$ cat config.mk
export PLATFORM = sky130hd
export DESIGN_NAME = n1_seq_ctrl_flat
export DESIGN_NICKNAME = d
export VERILOG_FILES = /design/src/rtl/n1_seq_ctrl_if.sv /design/src/rtl/n1_seq_ctrl.sv /design/src/flat_wrapper.sv
export SDC_FILE = /design/constraint.sdc
export NUM_CORES = 1
export LEC_CHECK = 0
export CAP_MARGIN = 10
export CELL_PAD_IN_SITES_DETAIL_PLACEMENT = 0
export CELL_PAD_IN_SITES_GLOBAL_PLACEMENT = 1
export CORE_MARGIN = 4
export CORE_UTILIZATION = 38
export DETAILED_ROUTE_END_ITERATION = 10
export GPL_TIMING_DRIVEN = 1
export MAX_ROUTING_LAYER = met4
export PLACE_DENSITY = 0.88
export SLEW_MARGIN = 20
export SYNTH_ARGS = -nofsm -noshare
export SYNTH_HDL_FRONTEND = slang
export SYNTH_SLANG_ARGS = --single-unit
export TNS_END_PERCENT = 5
$ cat constraint.sdc
create_clock -name clk -period 4.2 [get_ports clk]
set_input_delay 1.26 -clock clk [delete_from_list [all_inputs] [get_ports clk]]
set_output_delay 1.26 -clock clk [all_outputs]
set_load 0.02 [all_outputs]
$ cat src/rtl/n1_seq_ctrl_if.sv
// n1 sequencer memory bus: program RAM read port and data RAM port.
// master = sequencer side, slave = RAM side.
interface n1_seq_ctrl_if #(
   parameter int PC_W = 5,
   parameter int DA_W = 5
);
   logic            pram_req;
   logic [PC_W-1:0] pram_addr;
   logic [15:0]     pram_rdata;
   logic            pram_rvalid;
   logic            dram_req;
   logic            dram_we;
   logic [DA_W-1:0] dram_addr;
   logic [7:0]      dram_wdata;
   logic [7:0]      dram_rdata;
   logic            dram_ack;

   modport master (
      output pram_req, pram_addr,
      input  pram_rdata, pram_rvalid,
      output dram_req, dram_we, dram_addr, dram_wdata,
      input  dram_rdata, dram_ack
   );

   modport slave (
      input  pram_req, pram_addr,
      output pram_rdata, pram_rvalid,
      input  dram_req, dram_we, dram_addr, dram_wdata,
      output dram_rdata, dram_ack
   );
endinterface

$ cat src/rtl/n1_seq_ctrl.sv
// n1 fetch/execute sequencer: pc, ir, accumulator, carry, error.
// Drives single-cycle request strobes to program and data RAM.
module n1_seq_ctrl #(
   parameter int PC_W = 5,
   parameter int DA_W = 5
) (
   input  logic            clk,
   input  logic            rst,
   input  logic            start,
   n1_seq_ctrl_if.master   mem,
   output logic [PC_W-1:0] pc,
   output logic [7:0]      acc,
   output logic            carry,
   output logic            halted,
   output logic            err
);

   typedef enum logic [2:0] {
      S_IDLE,
      S_FETCH,
      S_FWAIT,
      S_EXEC,
      S_MWAIT,
      S_HALT
   } state_t;

   localparam logic [3:0] OP_NOP  = 4'h0;
   localparam logic [3:0] OP_LDI  = 4'h1;
   localparam logic [3:0] OP_LD   = 4'h2;
   localparam logic [3:0] OP_ST   = 4'h3;
   localparam logic [3:0] OP_ADD  = 4'h4;
   localparam logic [3:0] OP_SUB  = 4'h5;
   localparam logic [3:0] OP_JMP  = 4'h6;
   localparam logic [3:0] OP_JZ   = 4'h7;
   localparam logic [3:0] OP_HALT = 4'hF;

   state_t          state, state_n;
   logic [PC_W-1:0] pc_n;
   logic [7:0]      acc_n;
   logic [15:0]     ir, ir_n;
   logic            carry_n;
   logic            err_n;

   logic [3:0]      op;
   logic [PC_W-1:0] tgt;
   logic [PC_W-1:0] pc_inc;
   logic [8:0]      sum;
   logic [8:0]      diff;
   logic            unused_ir;

   assign op        = ir[15:12];
   assign tgt       = PC_W'(ir[4:0]);
   assign pc_inc    = pc + PC_W'(1);
   assign sum       = {1'b0, acc} + {1'b0, mem.dram_rdata};
   assign diff      = {1'b0, acc} - {1'b0, mem.dram_rdata};
   assign unused_ir = ^ir[11:8];

   // Next-state, register updates and memory strobes from state/ir.
   always_comb begin
      state_n        = state;
      pc_n           = pc;
      acc_n          = acc;
      ir_n           = ir;
      carry_n        = carry;
      err_n          = err;
      mem.pram_req   = 1'b0;
      mem.pram_addr  = pc;
      mem.dram_req   = 1'b0;
      mem.dram_we    = 1'b0;
      mem.dram_addr  = DA_W'(ir[4:0]);
      mem.dram_wdata = acc;

      unique case (state)
         S_IDLE: begin
            if (start) begin
               pc_n    = '0;
               state_n = S_FETCH;
            end
         end
         S_FETCH: begin
            mem.pram_req = 1'b1;
            state_n      = S_FWAIT;
         end
         S_FWAIT: begin
            if (mem.pram_rvalid) begin
               ir_n    = mem.pram_rdata;
               state_n = S_EXEC;
            end
         end
         S_EXEC: begin
            unique case (op)
               OP_NOP: begin
                  pc_n    = pc_inc;
                  state_n = S_FETCH;
               end
               OP_LDI: begin
                  acc_n   = ir[7:0];
                  pc_n    = pc_inc;
                  state_n = S_FETCH;
               end
               OP_LD, OP_ST, OP_ADD, OP_SUB: begin
                  mem.dram_req = 1'b1;
                  mem.dram_we  = (op == OP_ST);
                  state_n      = S_MWAIT;
               end
               OP_JMP: begin
                  pc_n    = tgt;
                  state_n = S_FETCH;
               end
               OP_JZ: begin
                  pc_n    = (acc == 8'h00) ? tgt : pc_inc;
                  state_n = S_FETCH;
               end
               OP_HALT: begin
                  state_n = S_HALT;
               end
               default: begin
                  err_n   = 1'b1;
                  state_n = S_HALT;
               end
            endcase
         end
         S_MWAIT: begin
            if (mem.dram_ack) begin
               unique case (op)
                  OP_LD: acc_n = mem.dram_rdata;
                  OP_ADD: {carry_n, acc_n} = sum;
                  OP_SUB: {carry_n, acc_n} = diff;
                  default: ;
               endcase
               pc_n    = pc_inc;
               state_n = S_FETCH;
            end
         end
         S_HALT: begin
            if (start) begin
               pc_n    = '0;
               err_n   = 1'b0;
               carry_n = 1'b0;
               state_n = S_FETCH;
            end
         end
         default: begin
            state_n = S_IDLE;
         end
      endcase
   end

   // State and architectural registers with synchronous reset.
   always_ff @(posedge clk) begin
      if (rst) begin
         state  <= S_IDLE;
         pc     <= '0;
         acc    <= '0;
         ir     <= '0;
         carry  <= 1'b0;
         err    <= 1'b0;
         halted <= 1'b0;
      end else begin
         state  <= state_n;
         pc     <= pc_n;
         acc    <= acc_n;
         ir     <= ir_n;
         carry  <= carry_n;
         err    <= err_n;
         halted <= (state_n == S_HALT);
      end
   end

endmodule

$ cat src/flat_wrapper.sv
// flat-port wrapper written by rule: the top's interface ports become plain ports
module n1_seq_ctrl_flat 
#(
   parameter int PC_W = 5,
   parameter int DA_W = 5
)
  (clk, rst, start, pc, acc, carry, halted, err, mem_pram_req, mem_pram_addr, mem_pram_rdata, mem_pram_rvalid, mem_dram_req, mem_dram_we, mem_dram_addr, mem_dram_wdata, mem_dram_rdata, mem_dram_ack);
  n1_seq_ctrl_if #(.PC_W(PC_W), .DA_W(DA_W)) mem_i ();
  input  logic clk;
  input  logic rst;
  input  logic start;
  output logic [PC_W-1:0] pc;
  output logic [7:0] acc;
  output logic carry;
  output logic halted;
  output logic err;
  output wire logic [$bits(mem_i.pram_req)-1:0] mem_pram_req;
  output wire logic [$bits(mem_i.pram_addr)-1:0] mem_pram_addr;
  input wire logic [$bits(mem_i.pram_rdata)-1:0] mem_pram_rdata;
  input wire logic [$bits(mem_i.pram_rvalid)-1:0] mem_pram_rvalid;
  output wire logic [$bits(mem_i.dram_req)-1:0] mem_dram_req;
  output wire logic [$bits(mem_i.dram_we)-1:0] mem_dram_we;
  output wire logic [$bits(mem_i.dram_addr)-1:0] mem_dram_addr;
  output wire logic [$bits(mem_i.dram_wdata)-1:0] mem_dram_wdata;
  input wire logic [$bits(mem_i.dram_rdata)-1:0] mem_dram_rdata;
  input wire logic [$bits(mem_i.dram_ack)-1:0] mem_dram_ack;
  assign mem_pram_req = mem_i.pram_req;
  assign mem_pram_addr = mem_i.pram_addr;
  assign mem_i.pram_rdata = mem_pram_rdata;
  assign mem_i.pram_rvalid = mem_pram_rvalid;
  assign mem_dram_req = mem_i.dram_req;
  assign mem_dram_we = mem_i.dram_we;
  assign mem_dram_addr = mem_i.dram_addr;
  assign mem_dram_wdata = mem_i.dram_wdata;
  assign mem_i.dram_rdata = mem_dram_rdata;
  assign mem_i.dram_ack = mem_dram_ack;
  n1_seq_ctrl #(.PC_W(PC_W), .DA_W(DA_W)) u_core (.clk(clk), .rst(rst), .start(start), .mem(mem_i), .pc(pc), .acc(acc), .carry(carry), .halted(halted), .err(err));
endmodule
After elaboration in Yosys (flattened, before gate mapping)
Cells that the tools add are included. Widths: inputs -> output; s select.

Register bits after elaboration: 35. Input bits: 29. Word-level logic and storage cells: 74. Output and inout port bits: 37.

Equal/unequal tests: 22. Reduce and logical (&&, ||, !) cells: 17. Add/subtract/negate cells: 3. Mux-type cells: 25.

Operator list (count): $pmux 5 s3 (2); $pmux 8 s3 (1); $eq 4x3->1 const B (4); $mux 8 (2); $pmux 8 s2 (1); $mux 5 (3); $pmux 3 s5 (1); $reduce_and 4->1 (3); $add 8x8->9 (1); $eq 3x3->1 const B (3); $mux 3 (3); $reduce_or 9->1 (1); $sub 8x8->9 (1); $eq 4x2->1 const B (2); $logic_not 8->1 (1); $mux 1 (8); $ne 4x2->1 const B (2); $reduce_or 4->1 (2); $eq 3x2->1 const B (2); $ne 2x2->1 const B (3); $pmux 1 s2 (3); $pmux 3 s2 (1); $reduce_bool 2->1 (3); $add 5x1->5 const B (1); other kinds (11) (13).

Logic depth before layout (Yosys ltp)
Word-level depth: 5. Gate-level depth with buffers: 10. Mapped depth without buffers: 10.

Least setup slack after synthesis
No wires, ideal clock.

Path type: input-to-reg. Start point: in mem_dram_rdata[1]. End point: reg u_core.acc[5]. Slack: 1.127 ns. Required time: 4.130 ns. Arrival: 3.003 ns. Buffers on the path: 0. Library setup time: 0.070 ns. Stages: 8. Path through: inv_1 -> ha_1 -> nand2b_1 -> a2111o_1 -> and4_1 -> o21ai_0 -> or4b_1 -> a21oi_1.

Cells in the longest elaborated chain, start to end: 4. Elaborated cells between the ends (all ways): 5. Classes of those cells: 2 x add/sub; 3 x mux.

RTL lines: start, declared (line flat_wrapper.sv:25) `input wire logic [$bits(mem_i.dram_rdata)-1:0] mem_dram_rdata;`; $sub 8x8->9 or $add 8x8->9 (tied branches) (line n1_seq_ctrl.sv:55, n1_seq_ctrl.sv:54); $pmux 8 s3 (*) (line n1_seq_ctrl.sv:125) `unique case (op)`; $mux 8 (*) (line n1_seq_ctrl.sv:124) `if (mem.dram_ack) begin`; $pmux 8 s2 (*) (line n1_seq_ctrl.sv:73) `unique case (state)`; end signal, assigned (line n1_seq_ctrl.sv:162) `acc <= acc_n;`; end, declared (line n1_seq_ctrl.sv:12) `output logic [7:0] acc,`.

Mark *: on every way between the ends. The rest lies on a longest branch, timed or not. The select of a mux whose other input is x is not followed. A chain may end at the register's enable or synchronous reset.

Final worst setup path
Same ends and word-level chain as after synthesis.

==> summary.txt <==
Run status
  – Status: finished, final reports clean

Place
  – Port Buffers: 61
  – Gpl congestion: 0.822
  – Dpl ws: 325 ps
  – DP HPWL: 4850 µm

Logic synthesis
  – Yosys top cell area share: 25.2%
  – Ys flop type: dfxtp_1
  – Gate count of the mapped netlist: 330
  – Syn Area/Cell: 7.47 µm²
  – EDFF count, synth: 0
  – Ys async rst share: 0%
  – Mapped cell area: 2460 µm²
  – Sequential area share after synthesis: 25.2%
  – Synth area leaders: dfxtp_1 (25%), ha_1 (9.1%), a21oi_1 (8.3%)
  – Most instantiated cells after synthesis: a21oi_1 (41), nand2_1 (41), dfxtp_1 (31)
  – Syn_nets: 379
  – Yosys top cell by area: dfxtp_1
  – Warning count from the yosys run: 0
  – Register bit total from synthesis: 31
  – Post-synth cell types: 49

Global route
  – GRT Util Overall: 17.4%
  – First-pass GRT wire length: 10700 µm
  – Largest net degree at the start of global routing: 34
  – Vias in the first global route: 2230
  – GRT overflow: 0
  – Initial antenna violation count: 0

Critical path
  – Worst Path Required: 4400 ps
  – WP data arrival: 3830 ps
  – Slowest stage cell on the critical path: clkdlybuf4s50_1
  – R2r startpoint: u_core.ir[12]
  – Crit Path Category: primary input to register
  – Critical path fanouts, max: 4
  – FF-to-FF End: u_core.carry
  – R2R setup slack: 1520 ps
  – R2R cell count: 5
  – Critical path endpoint category: register
  – Crit start category: primary input
  – Max stage delay on crit path: 580 ps
  – Crit-path cells: clkdlybuf4s50_1 > inv_1 > ha_1 > nand2b_1 > a2111o_1 > and4_1 > o21ai_0 > or4b_1 > a21oi_1

Finish
  – Share of cells above drive strength 1: 5.49%
  – Storage element area: 621 µm²
  – # diodes: 0
  – Layout area overhead: 24.4%
  – Multi-input logic area: 1560 µm²
  – # fillers: 688
  – Nets: 413

Pwr
  – Static Leak: 0.00111 µW
  – Seq pwr share: 44.4%
  – Comb power frac: 25.0%
  – Sw Share: 30.2%
  – Net Switching: 228 µW
  – Clk network pwr share: 30.5%
  – Max VDD drop: 0.202 mV
  – PD cells: 247 nW/µm²
  – Internal power: 528 µW

Floorplanning
  – Die area: 7840 µm²
  – Initial Util: 39.0%
  – I/O pin count: 66
  – Die height: 88.5 µm
  – Row Count: 29
  – Die X: 88.5 µm
  – Core area: 6310 µm²

Detailed routing
  – DRC viols: 0
  – Final wirelength: 6360 µm
  – Avg WL per Cell: 14.4 µm
  – Routed vias: 2385
  – Via-to-Cell Ratio: 5.41
  – Iteration-0 DRC Markers: 169
  – Routed Antenna Nets: 0
  – DR pass1 iterations: 4

Timing
  – Unrepaired setup endpoints after global routing: false
  – Slew headroom: 34.2%
  – Slew Limit Fails: 0
  – Setup total negative slack: 0 ps
  – Setup ws final: 575 ps
  – Final setup vio count: 0
  – Final hold vios: 0
  – Final Cycle Share: 86.3%
  – Fmax: 276 MHz
  – Min cycle time layout: 3620 ps
  – Worst-margin pin slew: 984 ps
  – Max Clock Skew: 4.36 ps

Min path
  – Hold path start: u_core.ir[5]
  – Hold depth: 2
  – Min-delay worst type: register to register
  – Hold Path End: u_core.ir[5]

Clock network
  – Post-CTS setup buffer count: 0
  – Worst-Skew Late Latency: 270 ps
  – PostCTS Resize Cnt: 0
  – Clk Tree Root Cell: clkbuf_8
  – Longest Clk Path Bufs: 2
  – H-tree Lvls: 2
  – Reg clk slew, reported paths: 60 ps
  – Num CTS Buffers: 5
  – CTS tree: yes
  – # clock sinks: 31
  – Post-CTS Hold Buffers: 0

Run
  – # Max-Cap Violations: 0
## worst max-delay path: cells and delay by family
kind	cells	cell delay [ps]
fa+ha+maj	1	310
compound gates	3	730
buf+inv	2	690
simple gates	3	840
## how the worst max path moves through the flow
stage	startpoint	to	cells past startpoint
2_1_floorplan	mem_dram_rdata[1]	u_core.acc[5]	8
6_report	mem_dram_rdata[1]	u_core.acc[5]	9
3_5_place_dp	mem_dram_rdata[1]	u_core.acc[5]	9
4_1_cts	u_core.ir[12]	mem_dram_we	3
5_1_grt	mem_dram_rdata[1]	u_core.acc[5]	9
3_3_place_gp	mem_dram_rdata[1]	u_core.acc[5]	9
## cell usage in the layout (no fill, tap or decap), drive strengths merged, types with 5 or more instances in the layout
cell type      count
nor3               9
nor2b              5
nand2b            11
a211oi             6
clkbuf             6
nor4               5
nand3              6
dfxtp             31
a21oi             41
o21ai             14
xnor2              5
clkdlybuf4s50     61
inv               19
nor2              23
ha                18
nand2             41
## kinds of logic after synthesis
group	after synthesis	synth area share (%)
and+or+nand+nor	117	23.6
AOI/OAI and AO/OA	92	23.4
buffers and inverters	56	11.7
DFF	31	25.2
adders and majority gates	20	10.8
xor gates and xnor gates	8	2.84
muxes	6	2.59
## power groups by stage
stage,sequential (µW),combinational [µW],clock [µW]
2_1_floorplan,334,128,0
6_report,336,189,231
3_3_place_gp,342,188,0
5_1_grt,339,211,254
3_5_place_dp,342,189,0
4_1_cts,335,191,238
## state kept, by name (all words and copies together) (netlist names)
name,cells
u_core.state,3
u_core.err,1
u_core.mem.pram_addr,5
u_core.ir,12
u_core.halted,1
u_core.acc,8
u_core.carry,1
## metrics by stage
step	hold slack, ps	cell area [µm²]	power (µW)	instances	util (%)
after global placement	449	2980	530	434	47.2
after global routing	481	3070	804	441	48.6
after detailed placement	458	2980	531	434	47.2
final	469	3070	756	441	48.6
after floorplan	436	2460	461	330	-
after CTS	467	3070	764	441	48.6
## area by class of cell
class	count	share of cell area [%]
clock inverter	1	0.163
inverter	19	2.33
clock buffer	6	2.69
tap	77	3.14
multi-input combinational	243	50.8
timing repair buffer	64	20.7
sequential	31	20.2
## layer usage
layer  track usage (%)  vias to the layer above  wire (µm)
met4              2.88                        0         30
met1              23.8                     1098       3030
met5                 -                        -          0
li1                  -                     1217          -
met3              2.79                        5        313
met2              27.5                       65       2980
No activity file was read; power rests on OpenSTA's default activity.
